`src/rtl/seq_event_counter_if.sv`:
```
// Detector-to-counter bus: detector level and clear in, counters and display out.
interface seq_event_counter_if #(
  parameter int CNT_W = 8
) ();
  logic             det_out;
  logic             clear;
  logic [CNT_W-1:0] evt_cnt;
  logic [CNT_W-1:0] cyc_cnt;
  logic             evt_pulse;
  logic             ovf;
  logic [7:0]       seg_lo;
  logic [7:0]       seg_hi;

  // Producer/consumer side: drives the detector level and clear.
  modport master (
    output det_out, clear,
    input  evt_cnt, cyc_cnt, evt_pulse, ovf, seg_lo, seg_hi
  );

  // Counter side.
  modport slave (
    input  det_out, clear,
    output evt_cnt, cyc_cnt, evt_pulse, ovf, seg_lo, seg_hi
  );
endinterface

```
`src/rtl/seq_event_counter.sv`:
```
// Counts detector events (rising edges) and high cycles with saturation,
// and shows the low byte of the event count on two active-low hex digits.
module seq_event_counter #(
  parameter int CNT_W = 8
) (
  input  logic               clk,
  input  logic               reset,
  seq_event_counter_if.slave bus
);
  localparam logic [CNT_W-1:0] MAX = {CNT_W{1'b1}};

  logic             det_q;
  logic [CNT_W-1:0] evt_cnt;
  logic [CNT_W-1:0] cyc_cnt;
  logic             evt_pulse;
  logic             ovf;
  logic             edge_det;
  logic             evt_sat;
  logic             cyc_sat;

  // Rising edge of the detector level; det_q is 0 after reset so a level
  // still high on release counts as a fresh event.
  assign edge_det = bus.det_out & ~det_q;
  assign evt_sat  = edge_det    & (evt_cnt == MAX);
  assign cyc_sat  = bus.det_out & (cyc_cnt == MAX);

  // Edge history, pulse and saturating counters; clear beats increment
  // but leaves the edge tracker and pulse running.
  always_ff @(posedge clk) begin
    if (reset) begin
      det_q     <= 1'b0;
      evt_pulse <= 1'b0;
      evt_cnt   <= '0;
      cyc_cnt   <= '0;
      ovf       <= 1'b0;
    end else begin
      det_q     <= bus.det_out;
      evt_pulse <= edge_det;
      if (bus.clear) begin
        evt_cnt <= '0;
        cyc_cnt <= '0;
        ovf     <= 1'b0;
      end else begin
        if (edge_det && !evt_sat)    evt_cnt <= evt_cnt + 1'b1;
        if (bus.det_out && !cyc_sat) cyc_cnt <= cyc_cnt + 1'b1;
        if (evt_sat || cyc_sat)      ovf     <= 1'b1;
      end
    end
  end

  // Active-low hex glyph, bit0=a .. bit6=g, dp (bit7) always off.
  function automatic logic [7:0] hex7(input logic [3:0] v);
    logic [7:0] s;
    case (v)
      4'h0: s = 8'hC0;
      4'h1: s = 8'hF9;
      4'h2: s = 8'hA4;
      4'h3: s = 8'hB0;
      4'h4: s = 8'h99;
      4'h5: s = 8'h92;
      4'h6: s = 8'h82;
      4'h7: s = 8'hF8;
      4'h8: s = 8'h80;
      4'h9: s = 8'h90;
      4'hA: s = 8'h88;
      4'hB: s = 8'h83;
      4'hC: s = 8'hC6;
      4'hD: s = 8'hA1;
      4'hE: s = 8'h86;
      default: s = 8'h8E;
    endcase
    return s;
  endfunction

  assign bus.evt_cnt   = evt_cnt;
  assign bus.cyc_cnt   = cyc_cnt;
  assign bus.evt_pulse = evt_pulse;
  assign bus.ovf       = ovf;
  assign bus.seg_lo    = hex7(evt_cnt[3:0]);
  assign bus.seg_hi    = hex7(evt_cnt[7:4]);
endmodule
```
`src/flat_wrapper.sv`:
```
// flat-port wrapper written by rule: the top's interface ports become plain ports
module seq_event_counter_flat 
#(
  parameter int CNT_W = 8
)
  (clk, reset, bus_det_out, bus_clear, bus_evt_cnt, bus_cyc_cnt, bus_evt_pulse, bus_ovf, bus_seg_lo, bus_seg_hi);
  seq_event_counter_if #(.CNT_W(CNT_W)) bus_i ();
  input  logic clk;
  input  logic reset;
  input wire logic [$bits(bus_i.det_out)-1:0] bus_det_out;
  input wire logic [$bits(bus_i.clear)-1:0] bus_clear;
  output wire logic [$bits(bus_i.evt_cnt)-1:0] bus_evt_cnt;
  output wire logic [$bits(bus_i.cyc_cnt)-1:0] bus_cyc_cnt;
  output wire logic [$bits(bus_i.evt_pulse)-1:0] bus_evt_pulse;
  output wire logic [$bits(bus_i.ovf)-1:0] bus_ovf;
  output wire logic [$bits(bus_i.seg_lo)-1:0] bus_seg_lo;
  output wire logic [$bits(bus_i.seg_hi)-1:0] bus_seg_hi;
  assign bus_i.det_out = bus_det_out;
  assign bus_i.clear = bus_clear;
  assign bus_evt_cnt = bus_i.evt_cnt;
  assign bus_cyc_cnt = bus_i.cyc_cnt;
  assign bus_evt_pulse = bus_i.evt_pulse;
  assign bus_ovf = bus_i.ovf;
  assign bus_seg_lo = bus_i.seg_lo;
  assign bus_seg_hi = bus_i.seg_hi;
  seq_event_counter #(.CNT_W(CNT_W)) u_core (.clk(clk), .reset(reset), .bus(bus_i));
endmodule
```
`config.mk`:
```
export PLATFORM = sky130hd
export DESIGN_NAME = seq_event_counter_flat
export DESIGN_NICKNAME = d
export VERILOG_FILES = /design/src/rtl/seq_event_counter_if.sv /design/src/rtl/seq_event_counter.sv /design/src/flat_wrapper.sv
export SDC_FILE = /design/constraint.sdc
export NUM_CORES = 1
export LEC_CHECK = 0
export CORE_MARGIN = 5
export CORE_UTILIZATION = 54
export DETAILED_ROUTE_END_ITERATION = 8
export HOLD_SLACK_MARGIN = 0.06
export PLACE_DENSITY = 0.91
export SLEW_MARGIN = 15
export SYNTH_ARGS = -nofsm -noshare
export SYNTH_HDL_FRONTEND = slang
export SYNTH_SLANG_ARGS = --single-unit
```
`constraint.sdc`:
```
create_clock -name clk -period 6.77 [get_ports clk]
set_clock_uncertainty 0.1 [all_clocks]
set_input_delay 2.031 -clock clk [delete_from_list [all_inputs] [get_ports clk]]
set_output_delay 2.031 -clock clk [all_outputs]
set_load 0.01 [all_outputs]
```
Word level (Yosys, flattened, before mapping)
Memories as Yosys holds them, arrays and structs flattened. A register that Yosys moved wholly into a read port is not among the register bits.
Cells that the tools add are included.
{"block": "word_totals", "ff_bits": 19, "romBits": 224, "in_bits": 4, "memories": 2}
{"name": "(no name shown)", "depth": 16, "word_bits": 7, "rd": 1, "rd_clocked_by_memory_dff": 1, "write_ports": 0, "line_no": "seq_event_counter.sv:54", "source": "case (v)"}
{"name": "(no name shown)", "depth": 16, "word_bits": 7, "rd": 1, "rd_clocked_by_memory_dff": 1, "write_ports": 0, "line_no": "seq_event_counter.sv:54"}
{"block": "classes", "add_sub_neg": 2, "eq_ne": 2, "n_mux": 4, "bitwise": 4, "reduce_logical": 6}
{"cell": "$add 8x1->8 const B", "count": 2}
{"cell": "$eq 8x8->1 const B", "count": 2}
{"cell": "$mux 4", "count": 4}
{"cell": "$and 1x1->1", "count": 3}
{"cell": "$logic_and 1x1->1", "count": 2}
{"cell": "$logic_not 1->1", "count": 2}
{"cell": "$reduce_or 2->1", "count": 1}
{"cell": "$logic_or 1x1->1", "count": 1}
{"cell": "$not 1->1", "count": 1}

Depth between registers and ports, before layout
Gate-level depths: netlist of the first run.
{"block": "depth", "word_depth": 7, "depth_mapped": 9}

Worst setup path after synthesis of the first run
Ideal clock, no wire load.
{"block": "synth_path", "path_kind": "input to register", "startpoint": "input bus_clear", "endpoint": "register, netlist name u_core.bus.seg_hi[5]", "setup_ps": 119, "t_arrival_ps": 3846, "setup_slack_ps": 2705, "cell_stages": 7, "n_path_buf": 1, "cell_sequence": "or2_2 -> clkbuf_1 -> nor3_1 -> inv_1 -> ha_1 -> a21o_1 -> o221a_2"}
{"block": "synth_between", "elab_chain_cells": 2}
{"element": "from (decl)", "line_no": "flat_wrapper.sv:11", "source": "input wire logic [$bits(bus_i.clear)-1:0] bus_clear;"}
{"element": "$reduce_or 2->1 (no source line)"}
{"element": "$mux 4 (no source line)"}
No other way between the ends.
A chain may end at the register's enable or synchronous reset.

Worst setup path after layout of the first run
{"block": "layout_path", "startpoint": "input bus_det_out", "endpoint": "register, netlist name u_core.bus.seg_hi[5]"}
{"block": "layout_between", "elab_chain_cells": 6}
{"element": "from (decl)", "line_no": "flat_wrapper.sv:10", "source": "input wire logic [$bits(bus_i.det_out)-1:0] bus_det_out;"}
{"element": "$and 1x1->1 *", "line_no": "seq_event_counter.sv:23", "source": "assign edge_det = bus.det_out & ~det_q;"}
{"element": "$and 1x1->1", "line_no": "seq_event_counter.sv:24", "source": "assign evt_sat = edge_det & (evt_cnt == MAX);"}
{"element": "$logic_not 1->1", "line_no": "seq_event_counter.sv:44", "source": "if (edge_det && !evt_sat) evt_cnt <= evt_cnt + 1'b1;"}
{"element": "$logic_and 1x1->1 *", "line_no": "seq_event_counter.sv:44"}
{"element": "$mux 4 (no source line) * (2 in series)"}
Mark *: on every way between the ends. The rest lies on a longest branch, timed or not.

==> results.md, run 1 <==
- Overflow after GRT: 0
- # hold bufs at CTS: 0
- Data required time of the worst path: 6.90 ns
- Worst path max stage delay: 0.56 ns
- Clk slew on worst S/H paths: 0.09 ns
- Count of final setup violators: 0
- Distinct cells, synth: 55
- Num CTS Buffers: 5
- EDFF count, synth: 0
- Worst Path Arrival: 4.54 ns
- Nets@finish: 241
- Final worst-path cycle share: 65.2%
- Area fraction of the dominant cell type after synthesis: 37.1%
- Share of cells above drive strength 1: 8.52%
- Seq cells post-synth: 33
- Root Buffer: clkbuf_4
- Layout fillers: 257
- Crit start category: primary input
- Resized cells post-CTS: 0
- Skew-Pair Late Insertion Delay: 0.33 ns
- ANT nets after route: 0
- Area delta synth->final: 21.9%
- Main synth FF type: dfxtp_1
- Bufs and invs on worst path: 2
- Clk buf depth: 2
- Cell Area, Synth: 1780 sq um
- Die width: 67.5 um
- Die area: 4550 sq um
- Crit-path cells: clkdlybuf4s50_1 > and4b_2 > and4_1 > nor3_1 > inv_1 > ha_1 > a21o_1 > o221a_2
- Max_cap viols: 0
- Num rows: 20
- TNS Setup: 0 ns
- CP top delay family: simple AND/OR/NAND/NOR gates
- Top cells by area, synth: dfxtp_1, ha_1, mux2i_1, a21oi_1, nor2_1
- Worst VDD drop: 129 uV
- Largest net degree at the start of global routing: 24
- Worst-path fanout max: 10
- Outcome: complete, no violations
- CP max stage cell: clkdlybuf4s50_1
- CTS tree: built
- Nature of the critical path endpoint: flop
- Vias in the first global route: 1493
- Sequential fraction of the synthesis area: 37.1%
- Pwr Total: 0.000329 W
- Slew at the pin with the worst max-slew slack: 0.642 ns
- Slew Limit Headroom: 56.9%
- Max Slew Vio Count: 0
- Synth Instances: 191
- Syn. warnings: 0
- WL final: 3580 um
- Initial core utilization: 57.5%
- Initial antenna violation count: 0
- Yosys top cell by area: dfxtp_1
- Final Hold Vio Count: 0
- Core area: 3100 sq um
- Final Wtd Congestion: 0.822
- # diodes: 0
- Vias per cell: 5.65
- Avg WL per Cell: 13.4 um
- HPWL after DPL: 2630 um
- Via count: 1509
- Tmin final: 4.41 ns
- H-tree Lvls: 2
- Syn_area_per_cell: 9.33 sq um
- FFs w/ async S/R, synth: 0%
- PwrDens: 151 nW/um^2
- Die Y: 67.5 um
- Hold Path Class: flop to flop
- DRC: 0
- Critical path class: primary input to flop
- Max Clk Rate: 0.227 GHz
- Global-route wire length before repair: 6420 um
- I/O pin count: 38
- Setup bufs post-CTS: 0
- DRT Pass-1 Iters: 4
- RSZ-0062 raised after global routing: no
- CTS Sinks: 33
- IO buf count: 35
- Leakage power: 0.894 nW
- Initial DRC Count: 51
- Total track usage: 18.4%
[flip-flops by register name, indices dropped and copies added (netlist names)]
register / count
u_core.bus.evt_cnt: 8
u_core.bus.evt_pulse: 1
u_core.bus.seg_hi: 7
u_core.bus.cyc_cnt: 8
u_core.det_q: 1
u_core.bus.seg_lo: 7
u_core.bus.ovf: 1
[placed cells by master (no fill, tap or decap), types with 6 or more instances in the layout]
master	Yosys	routed
nor3_1	6	6
inv_1	9	9
o21ai_0	6	6
mux2i_1	11	11
nor2_1	13	13
a21oi_1	13	13
dfxtp_1	33	33
clkdlybuf4s50_1	0	35
nand2_1	9	9
ha_1	14	14
[report_power, final]
group / leakage [nW] / switching, W / internal, W
Clock: 0.0314 / 0.0000602 / 0.0000489
Combinational: 0.595 / 0.0000107 / 0.0000100
Sequential: 0.267 / 0.00000191 / 0.000197
[layer usage]
layer  wire length [um]  GRT usage [%]  up-vias
met1               1620           22.0      701
met5                  0              0        -
met4                 76           8.10        0
met2               1660           30.1       48
li1                   -              -      752
met3                221           5.49        8
[cell usage after synthesis (all sizes together) (3+ instances only)]
library cell  number
dfxtp             33
clkbuf             3
or3                4
mux2i             11
o211ai             3
nor2              14
o22ai              3
nand3              3
o21ai              6
buf                8
and3               7
nor3               7
nand4              5
nand2              9
inv                9
xor2               5
a21oi             13
ha                14
[layout make-up]
class,count,area (sq um),share of cell area (%)
multi-input combinational,138,1000,46.1
inverter,10,50.0,2.30
timing repair buffer,35,350,16.1
sequential,33,661,30.4
tap,44,55.1,2.53
clock buffer,7,55.1,2.53
[final timing paths]
check                   startpoint                   end  slack [ns]  cells past startpoint
max                    bus_det_out  u_core.bus.seg_hi[5]        2.36                      8
max reg2reg  u_core.bus.evt_cnt[0]  u_core.bus.seg_lo[4]        3.93                      9
min reg2reg         u_core.bus.ovf        u_core.bus.ovf        0.40                      2
min                 u_core.bus.ovf        u_core.bus.ovf        0.40                      2
[worst reg2reg max path, delay by kind of cell, from the launching register on]
| family | cells | cell delay, ns |
|---|---|---|
| flip-flops | 1 | 0.43 |
| AO/OA/AOI/OAI | 3 | 0.99 |
| adder cells (fa/ha/maj) | 2 | 0.57 |
| AND/OR/NAND/NOR | 3 | 0.49 |
| buffers and inverters | 1 | 0.16 |
[cell families after synthesis]
| family | share of synthesized area [%] |
|---|---|
| AOI/OAI and AO/OA | 16.4 |
| xor gates and xnor gates | 3.44 |
| adders and majority gates | 9.82 |
| buffers and inverters | 6.95 |
| DFF | 37.1 |
| muxes | 6.18 |
| other | 0.210 |
| and+or+nand+nor | 19.9 |
[stage by stage]
step	std cells	hold WS, ns	utilization (%)	setup slack (ns)	instance area, sq um
after global routing	267	0.451	70.0	2.12	2170
final	267	0.402	70.0	2.36	2170
after CTS	267	0.400	70.0	2.39	2170
after floorplan	192	0.344	-	2.71	1790
after detailed placement	260	0.377	68.3	2.03	2120
after global placement	260	0.366	68.3	2.13	2120
(Power assumes the default switching activity.)
==> inputs of run 2 (changes only) <==
--- a/config.mk
+++ b/config.mk
@@ -6,10 +6,10 @@
 export NUM_CORES = 1
 export LEC_CHECK = 0
 export CORE_MARGIN = 5
-export CORE_UTILIZATION = 54
+export CORE_UTILIZATION = 50
 export DETAILED_ROUTE_END_ITERATION = 8
 export HOLD_SLACK_MARGIN = 0.06
-export PLACE_DENSITY = 0.91
+export PLACE_DENSITY = 0.86
 export SLEW_MARGIN = 15
 export SYNTH_ARGS = -nofsm -noshare
 export SYNTH_HDL_FRONTEND = slang
==> constraint.sdc (replaced) <==
create_clock -name clk -period 4.3 [get_ports clk]
set_clock_uncertainty 0.1 [all_clocks]
set_input_delay 1.29 -clock clk [delete_from_list [all_inputs] [get_ports clk]]
set_output_delay 1.29 -clock clk [all_outputs]
set_load 0.01 [all_outputs]
==> results.md, run 2 (synthesis gave the netlist of run 1 again) <==
- Dpl ws: 0.354 ns (-1.67 ns)
- TNS Setup: 0 ns (unchanged)
- Setup bufs post-CTS: 0 (unchanged)
- Total track usage: 15.1% (-3.3 points)
- Core area: 3390 sq um (+9.2%)
- Max Clk Rate: 0.279 GHz
- Bufs and invs on worst path: 2 (unchanged)
- WHS: 0.392 ns (-0.00980 ns)
- Critical path class: primary input to flop
- HPWL after DPL: 2620 um (-0.34%)
- Hold depth: 2 (unchanged)
- Count of final setup violators: 0 (unchanged)
- DRC: 0 (unchanged)
- Area delta synth->final: 24.1%
- Avg WL per Cell: 13.3 um (-0.87%)
- CP top delay family: simple AND/OR/NAND/NOR gates
- Global-route wire length before repair: 6000 um (-6.5%)
- Root Buffer: clkbuf_4
- Worst VDD drop: 137 uV (+6.1%)
- Nature of the critical path endpoint: flop
- RSZ-0062 raised after global routing: no
- IO buf count: 35 (unchanged)
- Resized cells post-CTS: 0 (unchanged)
- Final Hold Vio Count: 0 (unchanged)
- Slew Limit Headroom: 60.0% (+3.1 points)
- Most frequent cells in the layout: clkdlybuf4s50_1, dfxtp_1, ha_1
- M2 GR Usage: 24.4% (-5.8 points)
- Via count: 1494 (-0.99%)
- CP max stage cell: clkdlybuf4s50_1
- DP Area: 2130 sq um (+0.47%)
- Grt peak-use layer: met2
- DRT Pass-1 Iters: 4 (unchanged)
- Final Instance Area: 2210 sq um (+1.8%)
- Crit start category: primary input
- Skew-Pair Late Insertion Delay: 0.33 ns (about the same)
- Worst path max stage delay: 0.64 ns (+0.08 ns)
- Die area: 4860 sq um (+6.8%)
- Outcome: complete, no violations
- Crit-path cells: clkdlybuf4s50_1 > and2b_2 > o21ai_0 > xor2_1 > nor2_1 > inv_1 > ha_1 > or3_1 > o211ai_1
- Post-route insts no fill: 271 (+1.5%)
- Nets@finish: 242 (+0.41%)
- Met1 Track Usage GR: 17.6% (-4.4 points)
- # diodes: 0 (unchanged)
- # hold bufs at CTS: 0 (unchanged)
- Largest regs: u_core.bus.cyc_cnt (8), u_core.bus.evt_cnt (8)
- Worst Path Arrival: 3.74 ns (-0.80 ns)
- Die width: 69.7 um (+3.3%)
- Num rows: 21 (+5.0%)
- ANT nets after route: 0 (unchanged)
- Max Slew Vio Count: 0 (unchanged)
- Worst-path fanout max: 10 (unchanged)
- Setup WS post-layout: 0.720 ns (-1.64 ns)
- Initial antenna violation count: 0 (unchanged)
- Data required time of the worst path: 4.46 ns (-2.44 ns)
- Num CTS Buffers: 5 (unchanged)
- Initial DRC Count: 96 (+88%)
- Vias in the first global route: 1358 (-9.0%)
- Worst r2r path cells: 9 (unchanged)
- Met3 Usage GRT: 3.62% (-1.9 points)
- Initial core utilization: 52.6% (-4.9 points)
- Vias per cell: 5.51 (-2.5%)
- Final Wtd Congestion: 0.893 (+8.7%)
- Hold Path Class: flop to flop
- Clk slew on worst S/H paths: 0.10 ns (about the same)
- CTS Sinks: 33 (unchanged)
- Clk buf depth: 2 (unchanged)
- Leakage power: 0.913 nW (+2.2%)
- Max_cap viols: 0 (unchanged)
- Slew at the pin with the worst max-slew slack: 0.598 ns (-0.0436 ns)
- H-tree Lvls: 2 (unchanged)
- Most common cell after layout, fill and taps aside: clkdlybuf4s50_1
- I/O pin count: 38 (unchanged)
- Tmin final: 3.58 ns
- Reg area: 661 sq um (unchanged)
- Multi-input logic area: 1000 sq um (unchanged)
- Overflow after GRT: 0 (unchanged)
- Share of cells above drive strength 1: 9.33% (+0.81 points)
- Layout fillers: 264 (+2.7%)
- CP Depth: 9 (+1)
- WL final: 3600 um (+0.61%)
- Largest net degree at the start of global routing: 24 (unchanged)
- Final worst-path cycle share: 83.3%
- CTS tree: built
- PwrDens: 264 nW/um^2 (+75%)
- Placed Cells: 263 (+1.2%)
- Die Y: 69.7 um (+3.3%)
[run 2: power by group]
| group | internal [W] | leakage [nW] | switching [W] | total [W] |
|---|---|---|---|---|
| Sequential | 0.000310 | 0.267 | 0.00000286 | 0.000313 |
| Clock | 0.000139 | 0.0455 | 0.000100 | 0.000239 |
| Combinational | 0.0000158 | 0.600 | 0.0000170 | 0.0000328 |
[run 2: final timing paths]
check	from	slack (ns)	endpoint
max	bus_det_out	0.72	u_core.bus.seg_lo[1]
max reg2reg	u_core.bus.evt_cnt[0]	1.45	u_core.bus.seg_lo[4]
min reg2reg	u_core.bus.ovf	0.39	u_core.bus.ovf
min	u_core.bus.ovf	0.39	u_core.bus.ovf
[run 2: metal layers]
metal	wire length (um)	vias up
met5	0	-
met4	73	0
met3	260	9
met2	1690	58
met1	1580	674
li1	-	753
[run 2: worst min-delay path: stages, from the launching register on]
cell and delay, ns:
dfxtp_1 0.34, a21oi_1 0.04, nor2_1 0.07
[run 2: stage by stage]
step           total power, W  util [%]
6_report             0.000585      65.3
2_1_floorplan        0.000340         -
4_1_cts              0.000591      65.3
3_3_place_gp         0.000352      62.8
5_1_grt              0.000605      65.3
3_5_place_dp         0.000353      62.8
[run 2: final cells by class]
| type | count | area share [%] |
|---|---|---|
| inverters | 10 | 2.26 |
| flip-flops and latches | 33 | 29.8 |
| repair buffers | 36 | 16.2 |
| well taps | 46 | 2.60 |
| clock buffers | 7 | 2.49 |
| clock inverters | 1 | 1.36 |
| multi-input cells | 138 | 45.3 |
==> inputs of run 3 (changes only) <==
==> constraint.sdc (replaced) <==
create_clock -name clk -period 3.63 [get_ports clk]
set_clock_uncertainty 0.1 [all_clocks]
set_input_delay 1.089 -clock clk [delete_from_list [all_inputs] [get_ports clk]]
set_output_delay 1.089 -clock clk [all_outputs]
set_load 0.01 [all_outputs]
==> results.md, run 3 (synthesis gave the netlist of run 1 again) <==
- Root Buffer: clkbuf_4
- PwrDens: 309 nW/um^2 (+17%)
- Global-route wire length before repair: 6200 um (+3.2%)
- Num CTS Buffers: 5 (unchanged)
- Final Wtd Congestion: 0.936 (+4.7%)
- Die Y: 69.7 um (unchanged)
- H-tree Lvls: 2 (unchanged)
- Leakage power: 0.933 nW (+2.2%)
- Avg WL per Cell: 12.9 um (-2.8%)
- Critical path class: primary input to flop
- Tmin final: 3.20 ns
- Clk buf depth: 2 (unchanged)
- # hold bufs at CTS: 0 (unchanged)
- DRC: 0 (unchanged)
- Initial DRC Count: 100 (+4.2%)
- Skew-Pair Late Insertion Delay: 0.33 ns (about the same)
- Crit start category: primary input
- Pwr Total: 0.000693 W (+19%)
- Die area: 4860 sq um (unchanged)
- Final Hold Vio Count: 0 (unchanged)
- ANT nets after route: 0 (unchanged)
- Most common cell after layout, fill and taps aside: clkdlybuf4s50_1
- Data required time of the worst path: 3.75 ns (-0.71 ns)
- Initial antenna violation count: 0 (unchanged)
- WL final: 3550 um (-1.4%)
- Max_cap viols: 0 (unchanged)
- Worst path max stage delay: 0.46 ns (-0.18 ns)
- Reg2Reg Setup Slack: 0.83 ns (-0.62 ns)
- Core area: 3390 sq um (unchanged)
- Largest net degree at the start of global routing: 16 (-33%)
- DRT Pass-1 Iters: 4 (unchanged)
- Nature of the critical path endpoint: flop
- # diodes: 0 (unchanged)
- Overflow after GRT: 0 (unchanged)
- Most frequent cells in the layout: clkdlybuf4s50_1, dfxtp_1, ha_1
- Nets@finish: 246 (+1.7%)
- Final design utilization: 66.2% (+0.89 points)
- Worst VDD drop: 269 uV (+96%)
- CTS Sinks: 33 (unchanged)
- Resized cells post-CTS: 0 (unchanged)
- Crit-path cells: clkdlybuf4s50_1 > and2b_2 > o21ai_0 > nand2_1 > a21oi_1 > inv_1 > ha_1 > and3_2 > a211o_1
- Initial core utilization: 52.6% (unchanged)
- Vias per cell: 5.48 (-0.66%)
- Clk slew on worst S/H paths: 0.09 ns (about the same)
- Count of final setup violators: 0 (unchanged)
- CP max stage cell: clkdlybuf4s50_1
- Share of cells above drive strength 1: 10.9% (+1.6 points)
- Layout fillers: 274 (+3.8%)
- Max Clk Rate: 0.312 GHz
- Final worst-path cycle share: 88.3%
- HPWL after DPL: 2730 um (+4.3%)
- Largest regs: u_core.bus.cyc_cnt (8), u_core.bus.evt_cnt (8)
- Setup bufs post-CTS: 0 (unchanged)
- Area delta synth->final: 25.8%
- RSZ-0062 raised after global routing: no
- Outcome: complete, no violations
- Die width: 69.7 um (unchanged)
- CTS tree: built
- Total track usage: 15.3% (+0.21 points)
- IO buf count: 35 (unchanged)
- Via count: 1506 (+0.80%)
- I/O pin count: 38 (unchanged)
- TNS Setup: 0 ns (unchanged)
- Worst-path fanout max: 7 (-3)
- Worst Path Arrival: 3.33 ns (-0.41 ns)
- Hold Path Class: flop to flop
- Num rows: 21 (unchanged)
- Vias in the first global route: 1431 (+5.4%)
- Max Slew Vio Count: 0 (unchanged)
[run 3: changes by cell type in the layout (fill, tap and decap cells not counted)]
cell,previous run,this run
buf_4,1,5
[run 3: per-stage QoR]
step	worst slack (ns)	hold WS, ns	cell area [sq um]	instances
after global placement	0.229	0.363	2160	267
after global routing	0.295	0.431	2240	275
after detailed placement	0.111	0.393	2160	267
after CTS	0.465	0.409	2240	275
final	0.426	0.403	2240	275
after floorplan	0.507	0.344	1790	192
[run 3: path summary, 6_finish.rpt]
| path | cells past startpoint | start | endpoint |
|---|---|---|---|
| max | 9 | bus_det_out | u_core.bus.seg_lo[4] |
| min | 1 | u_core.det_q | u_core.bus.evt_pulse |
| max reg2reg | 9 | u_core.bus.evt_cnt[0] | u_core.bus.seg_lo[4] |
| min reg2reg | 1 | u_core.det_q | u_core.bus.evt_pulse |
[run 3: critical path: cells and delay by family]
family                   cells  cell delay (ns)
adder cells (fa/ha/maj)      1             0.28
AO/OA/AOI/OAI                3             0.76
buffers and inverters        2             0.61
AND/OR/NAND/NOR              3             0.58
[run 3: where the power goes]
group          switching (W)  internal [W]
Clock               0.000117      0.000164
Combinational      0.0000208     0.0000207
Sequential        0.00000349      0.000367
[run 3: final cells by class]
type	instances	area, sq um	share of cell area (%)
Timing Repair Buffer	40	388	17.3
Clock buffer	7	55.1	2.45
Tap cell	46	57.6	2.57
Sequential cell	33	661	29.4
Multi-Input combinational cell	138	1000	44.7
Inverter	10	50.0	2.23
Clock inverter	1	30.0	1.34
[run 3: metal layers]
layer  share of wire (%)  global-route usage, %
met1                  46                   18.0
met2                  46                   25.3
met3                 5.7                   4.78
met4                 2.6                   6.81
met5                   0                      0
